File: config.mk
export PLATFORM = sky130hd
export DESIGN_NAME = d081
export DESIGN_NICKNAME = d
export VERILOG_FILES = /design/src/rtl/d081_pkg.sv /design/src/rtl/d081_stage.sv /design/src/rtl/d081.sv
export SDC_FILE = /design/constraint.sdc
export NUM_CORES = 1
export LEC_CHECK = 0
export BUFFER_PORTS_ARGS = -buffer_cell sky130_fd_sc_hd__buf_2
export CORE_AREA = 4 4 41 43
export CTS_CLUSTER_SIZE = 28
export DETAILED_ROUTE_END_ITERATION = 7
export DIE_AREA = 0 0 45 47
export GPL_TIMING_DRIVEN = 0
export RECOVER_POWER = 50
export REMOVE_ABC_BUFFERS = 1
export SYNTH_ARGS = -nofsm -noshare
export SYNTH_HDL_FRONTEND = slang
export SYNTH_SLANG_ARGS = --single-unit
File: constraint.sdc
create_clock -name clk -period 0.8 [get_ports clk]
set_input_delay 0.12 -clock clk [delete_from_list [all_inputs] [get_ports clk]]
set_output_delay 0.12 -clock clk [all_outputs]
set_load 0.02 [all_outputs]
File: src/rtl/d081_pkg.sv
// Shared defaults and the data word type for the d081 byte register bank.
package d081_pkg;

   localparam int DEFAULT_WIDTH = 8;
   localparam logic [DEFAULT_WIDTH-1:0] DEFAULT_RESET_VALUE = 8'h00;

   typedef logic [DEFAULT_WIDTH-1:0] word_t;

endpackage

File: src/rtl/d081_stage.sv
// One WIDTH-bit register with synchronous, active-high reset to RESET_VALUE.
module d081_stage
   import d081_pkg::*;
#(
   parameter int WIDTH = DEFAULT_WIDTH,
   parameter logic [WIDTH-1:0] RESET_VALUE = WIDTH'(DEFAULT_RESET_VALUE)
) (
   input  logic             clk,
   input  logic             reset,
   input  logic [WIDTH-1:0] d,
   output logic [WIDTH-1:0] q
);

   always_ff @(posedge clk) begin
      if (reset) q <= RESET_VALUE;
      else       q <= d;
   end

endmodule

File: src/rtl/d081.sv
// Byte register bank: STAGES cascaded registers, all cleared together by reset.
module d081
   import d081_pkg::*;
#(
   parameter int WIDTH = DEFAULT_WIDTH,
   parameter logic [WIDTH-1:0] RESET_VALUE = WIDTH'(DEFAULT_RESET_VALUE),
   parameter int STAGES = 1
) (
   input  logic             clk,
   input  logic             reset,
   input  logic [WIDTH-1:0] d,
   output logic [WIDTH-1:0] q
);

   if (WIDTH < 1) begin : g_bad_width
      $error("d081: WIDTH must be >= 1");
   end
   if (STAGES < 1) begin : g_bad_stages
      $error("d081: STAGES must be >= 1");
   end

   // chain[0] is the input; chain[k+1] is the output of stage k.
   logic [WIDTH-1:0] chain [STAGES+1];

   assign chain[0] = d;

   for (genvar k = 0; k < STAGES; k++) begin : g_stage
      d081_stage #(
         .WIDTH       (WIDTH),
         .RESET_VALUE (RESET_VALUE)
      ) u_stage (
         .clk   (clk),
         .reset (reset),
         .d     (chain[k]),
         .q     (chain[k+1])
      );
   end

   assign q = chain[STAGES];

endmodule

### Word-level counts from Yosys, hierarchy flattened

Index checks and enable logic that the tools add are counted.

* register bits: 8
* bits of input ports: 10
* output and inout bits: 8

### Logic depth before layout (Yosys ltp)

* depth after elaboration: 0
* depth in mapped cells: 1

### Least setup slack after synthesis

No wires, ideal clock.

* path type: flip-flop to output port
* start point: register g_stage[0].u_stage.q[0]
* end point: output port q[0]
* data required time: 0.680 ns
* stages on the path, launching flop included: 1
* arrival time: 0.395 ns
* path slack: 0.285 ns
* cell sequence: dfxtp_1

RTL lines
* start, declared: line d081_stage.sv:11 `output logic [WIDTH-1:0] q`
* start signal, assigned: line d081_stage.sv:15 `if (reset) q <= RESET_VALUE;`
* start signal, assigned: line d081_stage.sv:16 `else q <= d;`
* end, declared: line d081.sv:12 `output logic [WIDTH-1:0] q`

No word-level cell between the ends.

### Final worst setup path

* start point: register g_stage[0].u_stage.q[0]
* end point: output port q[0]

No word-level cell between the ends.

==> flow_summary.json <==
{
  "synth_area_um2": 210,
  "layout_setup_ws_ns": -0.00345,
  "maxSlewViolCount": 0,
  "area_growth_pct": 88.1,
  "avgSynthCellArea_um2": 13.1,
  "crit_chain": "buf_6",
  "numPortBuffers": 17,
  "die_h_um": 47,
  "multi_input_area_um2": 50.0,
  "final_cell_mix": "nor2b_1 (8), dfxtp_2 (8), buf_2 (8), buf_6 (8), clkbuf_4 (3)",
  "maxCapViolCount": 0,
  "yosysWarningCount": 0,
  "fp.coreArea_mm2": 0.00130,
  "fillers": 151,
  "cts-root-buf": "clkbuf_4",
  "worst_pin_slew_ns": 0.276,
  "post_layout_nonfiller_instances": 51,
  "hold_start": "d[0]",
  "ys_ff_latch": 8,
  "final_core_util_pct": 30.4,
  "regArea_um2": 170,
  "clock_path_buffers": 2,
  "gp_congestion": 0.611,
  "post-place-ws_ns": 0.225,
  "ir_worst_vdd_uv": 620,
  "antenna_found_initial": 0,
  "finalCriticalPeriod_ns": 0.803,
  "h-tree-depth": 1,
  "cts.sinks": 8,
  "synth_cell_type_count": 2,
  "grt_pass1_vias": 162,
  "cts_made_buffers": 3,
  "slew_headroom_pct": 81.6,
  "layout-drive-gt1-share_pct": 75.0,
  "fin_total_pwr_w": 0.000844,
  "drcViolationCount": 0,
  "start_util_pct": 16.2,
  "finalCritPeriodShare_pct": 100,
  "grt_pass1_wl_um": 724,
  "slowest_delay_ns": 0.31,
  "finalSetupViolations": 5,
  "crit_start": "g_stage[0].u_stage.q[0]",
  "criticalPathCategory": "reg2out",
  "cp_max_fo": 1,
  "post_cts_buffers": 0,
  "grt_overflow": 0,
  "drt-pass1-iter-count": 2,
  "largest-register": "g_stage.u_stage.q",
  "cp-start-kind": "flop",
  "io_pins": 18,
  "arrival_ns": 0.68,
  "hp-class": "in2reg",
  "critPathBufInv": 1,
  "largestRegisters": "g_stage.u_stage.q: 8 flops",
  "grt_max_degree": 9,
  "p_per_area_mw_per_mm2": 2130,
  "synth_seq_area_share_pct": 76.2,
  "cp_top_family": "flip-flops",
  "final-hold-violation-count": 0,
  "syn_inst": 16,
  "required_ns": 0.68,
  "p_leak_nw": 0.182,
  "drt_iter0_drc": 2,
  "antenna_cells": 0,
  "setup_tns_ns": -0.00671,
  "grt_setup_unrepaired": "true",
  "clock.fmax_mhz": 1240,
  "drt-vias-per-instance": 3.37,
  "routedWlPerCell_um": 9.57,
  "route.vias.total": 172,
  "status": "complete, but fails checks",
  "wl_um": 488,
  "cts_resized": 24,
  "violations": "setup timing",
  "hold_buffers": 0,
  "rows": 13,
  "antenna_left": 0,
  "layout.nets": 48,
  "slowest_stage": "dfxtp_2",
  "die_w_um": 45,
  "largest_reg_flops": 8,
  "clk_pin_slew_worst_paths_ns": 0.05,
  "cts_tree": "done",
  "end_kind": "primary output",
  "grt.total_usage_pct": 5.78,
  "die_area_mm2": 0.00212,
  "dpl.cell_count": 48
}
cell families (layout without fill, tap and decap cells):
| family | Yosys count | count (layout) | share of synthesized area, % |
|---|---|---|---|
| buffers and inverters | 0 | 20 | 0 |
| flip-flops | 8 | 8 | 76.2 |
| AND/OR/NAND/NOR | 8 | 8 | 23.8 |
layer usage:
layer	routed length [um]	GRT usage (%)	share of wire (%)	vias to the layer above
met3	114	4.21	23	3
met4	24	8.77	4.9	0
met2	110	3.95	23	21
met5	0	0	0	-
met1	238	7.57	49	60
li1	-	-	-	88
metrics by stage:
stage,cell area [um^2],hold WS (ns)
final,395,0.0777
after global routing,395,0.0941
after CTS,397,0.0683
after detailed placement,314,0.332
after global placement,314,0.342
after floorplan,210,0.192
path summary, 6_finish.rpt:
check / end / slack (ns) / cells past startpoint
hold / removal: g_stage[0].u_stage.q[0] / 0.08 / 2
setup / recovery: q[0] / -0.003 / 1
synth_stat cells:
cell type / count / area share, %
dfxtp_1: 8 / 76
nor2b_1: 8 / 24
where the power goes:
part	switching (W)	internal (W)	leakage [nW]
Sequential	0.00000941	0.000425	0.0688
Clock	0.000127	0.000171	0.0138
Combinational	0.0000482	0.0000631	0.0989
Total	0.000185	0.000659	0.182
layout make-up:
class	count	area share, %
Sequential cell	8	43.0
Clock buffer	3	5.70
Timing Repair Buffer	17	33.9
Multi-Input combinational cell	8	12.7
Tap cell	15	4.75
No activity file was read; power rests on OpenSTA's default activity.
